[config.mk]
export PLATFORM = sky130hd
export DESIGN_NAME = latch_wr_arb
export DESIGN_NICKNAME = d
export VERILOG_FILES = /design/src/rtl/latch_arb_pkg.sv /design/src/rtl/rr_arb2.sv /design/src/rtl/latch_wr_arb.sv
export SDC_FILE = /design/constraint.sdc
export NUM_CORES = 1
export LEC_CHECK = 0
export CAP_MARGIN = 0
export CORE_ASPECT_RATIO = 1.2
export CORE_UTILIZATION = 45
export DETAILED_ROUTE_END_ITERATION = 8
export PLACE_DENSITY = 0.84
export SLEW_MARGIN = 30
export SYNTH_ARGS = -nofsm -noshare
export SYNTH_HDL_FRONTEND = slang
export SYNTH_SLANG_ARGS = --single-unit
[constraint.sdc]
create_clock -name CLK -period 2.9 [get_ports CLK]
set_input_delay 0.58 -clock CLK [delete_from_list [all_inputs] [get_ports CLK]]
set_output_delay 0.58 -clock CLK [all_outputs]
set_load 0.1 [all_outputs]
[src/rtl/latch_arb_pkg.sv]
// Shared types for the latch write arbiter.
//   state_t  : write-sequencer states (IDLE, SETUP, ENABLE, HOLD)
//   req_id_t : requester identity (REQ_CPU, REQ_DSP)
//   ENW_MAX  : largest supported latch-enable width in cycles
package latch_arb_pkg;

  typedef enum logic [1:0] {
    IDLE   = 2'd0,
    SETUP  = 2'd1,
    ENABLE = 2'd2,
    HOLD   = 2'd3
  } state_t;

  typedef enum logic {
    REQ_CPU = 1'b0,
    REQ_DSP = 1'b1
  } req_id_t;

  localparam int ENW_MAX = 4;

endpackage

[src/rtl/rr_arb2.sv]
// Two-way round-robin arbiter.
//   clk, rst   : clock, asynchronous active-high reset
//   cpu_req    : CPU request level
//   dsp_req    : DSP request level
//   ack        : high in the cycle a write is acknowledged
//   ack_id     : requester being acknowledged
//   gnt_valid  : at least one request is present
//   gnt_id     : requester that wins if a grant is taken this cycle
// The last-grant pointer moves on ACK. During the ACK cycle the pointer
// update is forwarded so a grant taken in that same cycle already sees the
// requester just served as "last".
module rr_arb2
  import latch_arb_pkg::*;
(
  input  logic    clk,
  input  logic    rst,
  input  logic    cpu_req,
  input  logic    dsp_req,
  input  logic    ack,
  input  req_id_t ack_id,
  output logic    gnt_valid,
  output req_id_t gnt_id
);

  req_id_t last_q;
  req_id_t eff_last;

  // Reset to "DSP last" so the CPU wins the first tie.
  always_ff @(posedge clk or posedge rst) begin
    if (rst) begin
      last_q <= REQ_DSP;
    end else if (ack) begin
      last_q <= ack_id;
    end
  end

  always_comb begin
    eff_last  = ack ? ack_id : last_q;
    gnt_valid = cpu_req | dsp_req;
    gnt_id    = REQ_CPU;
    if (cpu_req && dsp_req) begin
      gnt_id = (eff_last == REQ_CPU) ? REQ_DSP : REQ_CPU;
    end else if (dsp_req) begin
      gnt_id = REQ_DSP;
    end
  end

endmodule

[src/rtl/latch_wr_arb.sv]
// Arbitrates CPU and DSP writes onto a bank of transparent latches.
//   CLK, RESET          : clock, asynchronous active-high reset
//   CPU_REQ/ADDR/DATA   : CPU write request, register index, data
//   DSP_REQ/ADDR/DATA   : DSP write request, register index, data
//   CPU_ACK, DSP_ACK    : one-cycle write-completion pulses
//   LD                  : data bus shared by all latch D inputs
//   EB                  : one-hot latch enables (bit i -> register i)
//   BUSY                : sequencer not in IDLE
//   ADDR_ERR            : pulses with the ACK when the address is >= NREG
//   DBG_STATE           : current sequencer state
// Handshake: a requester raises REQ with ADDR/DATA stable and holds it until
// its ACK pulse; ACK high for one cycle means the write is complete. A REQ
// still high on the edge ending the ACK cycle is taken as a new request.
// Write sequence: SETUP (data on LD, EB low), ENABLE for ENW cycles
// (EB[addr] high), HOLD (EB low, ACK pulse). EB and ACKs come straight from
// flops so the latch enables never glitch.
module latch_wr_arb
  import latch_arb_pkg::*;
#(
  parameter int DW   = 16,
  parameter int NREG = 8,
  parameter int ENW  = 1
) (
  input  logic            CLK,
  input  logic            RESET,
  input  logic            CPU_REQ,
  input  logic [2:0]      CPU_ADDR,
  input  logic [DW-1:0]   CPU_DATA,
  input  logic            DSP_REQ,
  input  logic [2:0]      DSP_ADDR,
  input  logic [DW-1:0]   DSP_DATA,
  output logic            CPU_ACK,
  output logic            DSP_ACK,
  output logic [DW-1:0]   LD,
  output logic [NREG-1:0] EB,
  output logic            BUSY,
  output logic            ADDR_ERR,
  output logic [1:0]      DBG_STATE
);

  localparam int ENW_C = (ENW < 1) ? 1 : ((ENW > ENW_MAX) ? ENW_MAX : ENW);
  localparam logic [1:0] ENW_LOAD = 2'(ENW_C - 1);
  localparam logic [3:0] NREG_L   = 4'(NREG);

  state_t          state_q, state_d;
  logic [1:0]      cnt_q, cnt_d;
  logic [2:0]      addr_q;
  logic [DW-1:0]   data_q;
  req_id_t         owner_q;
  logic [NREG-1:0] eb_q;
  logic            cpu_ack_q, dsp_ack_q, addr_err_q;

  logic            gnt_valid;
  req_id_t         gnt_id;
  logic            take;
  logic            addr_ok;
  logic [NREG-1:0] onehot;

  rr_arb2 u_arb (
    .clk       (CLK),
    .rst       (RESET),
    .cpu_req   (CPU_REQ),
    .dsp_req   (DSP_REQ),
    .ack       (state_q == HOLD),
    .ack_id    (owner_q),
    .gnt_valid (gnt_valid),
    .gnt_id    (gnt_id)
  );

  assign addr_ok = ({1'b0, addr_q} < NREG_L);

  always_comb begin
    onehot = '0;
    for (int i = 0; i < NREG; i++) begin
      onehot[i] = (addr_q == 3'(i));
    end
  end

  always_comb begin
    state_d = state_q;
    cnt_d   = cnt_q;
    take    = 1'b0;
    case (state_q)
      IDLE: begin
        if (gnt_valid) begin
          state_d = SETUP;
          take    = 1'b1;
        end
      end
      SETUP: begin
        state_d = ENABLE;
        cnt_d   = ENW_LOAD;
      end
      ENABLE: begin
        if (cnt_q == 2'd0) state_d = HOLD;
        else               cnt_d   = cnt_q - 2'd1;
      end
      HOLD: begin
        if (gnt_valid) begin
          state_d = SETUP;
          take    = 1'b1;
        end else begin
          state_d = IDLE;
        end
      end
      default: state_d = IDLE;
    endcase
  end

  always_ff @(posedge CLK or posedge RESET) begin
    if (RESET) begin
      state_q    <= IDLE;
      cnt_q      <= 2'd0;
      addr_q     <= 3'd0;
      data_q     <= '0;
      owner_q    <= REQ_CPU;
      eb_q       <= '0;
      cpu_ack_q  <= 1'b0;
      dsp_ack_q  <= 1'b0;
      addr_err_q <= 1'b0;
    end else begin
      state_q <= state_d;
      cnt_q   <= cnt_d;
      if (take) begin
        owner_q <= gnt_id;
        addr_q  <= (gnt_id == REQ_CPU) ? CPU_ADDR : DSP_ADDR;
        data_q  <= (gnt_id == REQ_CPU) ? CPU_DATA : DSP_DATA;
      end
      // Registered from next state so the outputs line up with the state.
      eb_q       <= (state_d == ENABLE && addr_ok) ? onehot : '0;
      cpu_ack_q  <= (state_d == HOLD) && (owner_q == REQ_CPU);
      dsp_ack_q  <= (state_d == HOLD) && (owner_q == REQ_DSP);
      addr_err_q <= (state_d == HOLD) && !addr_ok;
    end
  end

  assign LD        = data_q;
  assign EB        = eb_q;
  assign CPU_ACK   = cpu_ack_q;
  assign DSP_ACK   = dsp_ack_q;
  assign ADDR_ERR  = addr_err_q;
  assign BUSY      = (state_q != IDLE);
  assign DBG_STATE = state_q;

endmodule
==> key figures <==
Outcome
  • Result of the run: complete, no violations

Place
  • Final HPWL DP: 3220 um
  • Placed cell count: between 300 and 400
  • DP Area: 2710 um2
  • Routability Congestion: 0.746
  • Port Buffers: 70

STA
  • Final setup violation count: 0
  • Tightest hold margin: 0.495 ns
  • Pins Over Slew Limit: 0
  • Max Clk Rate: around 500 MHz
  • Worst Max-Slew Pin Slew: around 0.7 ns
  • RSZ-0062 raised after global routing: no
  • Tcrit/Tclk final: 69.5%
  • Fin Clk Skew: slightly below 0.006 ns
  • Slew headroom: 53.2%
  • Final Hold Viols: 0
  • TNS Setup: 0 ns
  • Fin crit period: 2.02 ns

Floorplanning
  • Effective utilization at floorplan: 47.7%
  • Core area: 4330 um2
  • IO Pins: between 70 and 80
  • Chip width: roughly 64 um
  • # rows: 26
  • Die Span Y: between 70 and 80 um
  • Die ar.: 4860 um2

Final layout
  • ANT cells: 0
  • Fill cells: around 370
  • Non-Filler Instances: 319
  • Synth-to-layout area growth: 34.8%
  • Multi-input gate area: around 950 um2
  • Final Cell Area: ~2800 um2
  • Layout cells sized above 1: between 20% and 30%
  • Final net count: 312
  • Storage cell area: around 880 um2

Synth
  • Cell variety after synth: 28
  • Top-count cell post-synth: dfrtp_1
  • Synth async-reset ratio: 100%
  • Synth Area per Inst: around 10 um2
  • Post-synthesis sequential area ratio: a little over two fifths
  • Yosys top cell by area: dfrtp_1
  • Seq cells post-synth: 35
  • Yosys warning count: 0
  • Post-Syn Area: 2060 um2
  • Post-synth top area share: between 40% and 50%
  • EDFF count, synth: 0
  • Mapped Cells: between 150 and 200
  • Most used flip-flop cell after synthesis: dfrtp_1
  • Synth top cells by count: 34 x dfrtp_1, 28 x inv_1, 20 x nand2_1
  • Syn_nets: approximately 250
  • Synth top area cells: dfrtp_1 41%, a2111oi_2 14%, a211o_1 8.1%

Setup path
  • Kind of cell with the highest combined delay on the critical path: adder cells
  • R2r setup slk: roughly 0.9 ns
  • Crit path launch type: flop
  • Crit-path max FO: 25
  • Worst R2R End: LD[7]$_DFFE_PP0P_
  • Setup CP Type: reg2reg
  • Worst R2R Start: DBG_STATE[0]$_DFF_PP0_
  • Worst path required time: 3.07 ns
  • Slowest CP cell: ha_1
  • WP data arrival: roughly 2.2 ns
  • R2R depth: 6
  • Worst Path Buf+Inv: 2
  • Crit-path cells: inv_1 -> ha_1 -> o21bai_2 -> buf_4 -> a211oi_1 -> a211o_1
  • Crit path largest cell delay: between 0.5 and 0.6 ns
  • CP endpoint kind: flop

Min path
  • Min-delay src: LD[13]$_DFFE_PP0P_
  • Worst min-delay path category: reg2reg
  • Hold endpoint: LD[13]$_DFFE_PP0P_
  • Hold path depth: 1

Routing
  • WL/cell: 14.3 um
  • Post-route DRC violation count: 0
  • Via/cell ratio: around 5.5
  • Wirelength, routed: between 4000 and 5000 um
  • Post-DRT Antenna Nets: 0
  • Pre-antenna DRT Iters: 4
  • Starting DRC count in detailed routing: 48
  • Via Count: approximately 1800

CTS
  • H-Tree Depth: 2
  • Worst-path clk slew: 0.07 ns
  • Clock tree buffer depth: 2
  • CTS tree: built
  • CTS root buffer: clkbuf_8
  • Post-CTS setup buffer count: 0
  • Hold-fix buffer count after cts: 0
  • Num CTS Buffers: 5
  • Clk Latency, worst-skew pair: a little under 0.3 ns
  • Clk sinks: 35
  • PostCTS Resize Cnt: 0

Global route
  • Total GRT Usage: between 20% and 30%
  • Largest net degree at the start of global routing: 36
  • GRT overflow: 0
  • Number of global-route vias before repair: about 1700
  • Initial antenna violation count: 0
  • First-pass GRT wire length: between 7000 and 8000 um

Job
  • Max_cap viols: 0
==> through the flow <==
step | setup WS (ns) | utilization, %
after floorplan | 0.329 | -
after global placement | 0.744 | 62.6
after detailed placement | 0.712 | 62.6
after CTS | 0.871 | 64.3
after global routing | 0.718 | 64.3
final | 0.884 | 64.3
==> cell type report <==
class                   count  area share, %
well taps                  56           2.52
flip-flops and latches     35           31.5
clock buffers               6           2.61
multi-input cells         113           34.3
inverters                  29           3.91
repair buffers             80           25.1
==> sequential cells by signal, indices dropped and copies added, names as in the netlist <==
signal        count
CPU_ACK           1
DBG_STATE         2
DSP_ACK           1
EB                8
LD               16
addr_q            3
cnt_q             2
owner_q           1
u_arb.last_q      1
==> worst reg2reg max path, stage by stage, from the launching register on <==
cell and delay, ns:
dfrtp_1 0.40, inv_1 0.10, ha_1 0.57, o21bai_2 0.21, buf_4 0.28, a211oi_1 0.09, a211o_1 0.24
==> layout by cell type, fill, tap and decap left out, types with 2 or more instances in the layout <==
master,Yosys,layout
a2111oi_2,19,19
a211o_1,19,19
o21ai_1,2,2
nand2_1,20,20
clkbuf_8,0,5
nor4_1,8,8
nand3_1,3,3
buf_4,3,39
inv_1,28,28
nand3b_1,2,2
a211oi_1,19,19
nand2b_1,3,3
dfrtp_1,34,34
o21ai_0,2,2
o211a_1,2,2
clkdlybuf4s50_1,0,40
ha_1,6,6
==> worst max path at each step <==
| stage | cells after the start | endpoint | startpoint |
|---|---|---|---|
| detailed placement | 5 | LD[8]$_DFFE_PP0P_ | CPU_REQ |
| finish | 6 | LD[7]$_DFFE_PP0P_ | DBG_STATE[0]$_DFF_PP0_ |
| global route | 6 | LD[3]$_DFFE_PP0P_ | DBG_STATE[0]$_DFF_PP0_ |
| global placement | 5 | LD[6]$_DFFE_PP0P_ | CPU_REQ |
| CTS | 6 | LD[1]$_DFFE_PP0P_ | DBG_STATE[0]$_DFF_PP0_ |
| floorplan | 3 | BUSY | DBG_STATE[0]$_DFF_PP0_ |
==> routing by layer <==
metal / wire (um) / GRT usage [%]
met1: 1910 / 24.8
met2: 2360 / 35.0
met3: 198 / 4.94
met4: 79 / 9.32
met5: 0 / 0
==> logic make-up after synthesis <==
logic type / Yosys count / share of synthesized area, %
AOI/OAI and AO/OA: 66 / 31.8
adders and majority gates: 6 / 3.64
buffers and inverters: 51 / 11.8
DFF: 35 / 42.5
muxes: 1 / 0.667
other: 1 / 0.182
and+or+nand+nor: 39 / 9.34
Power is left out: the tool's default activity adds up to more than one toggle a clock period on the data nets, which glitch-free logic cannot reach.
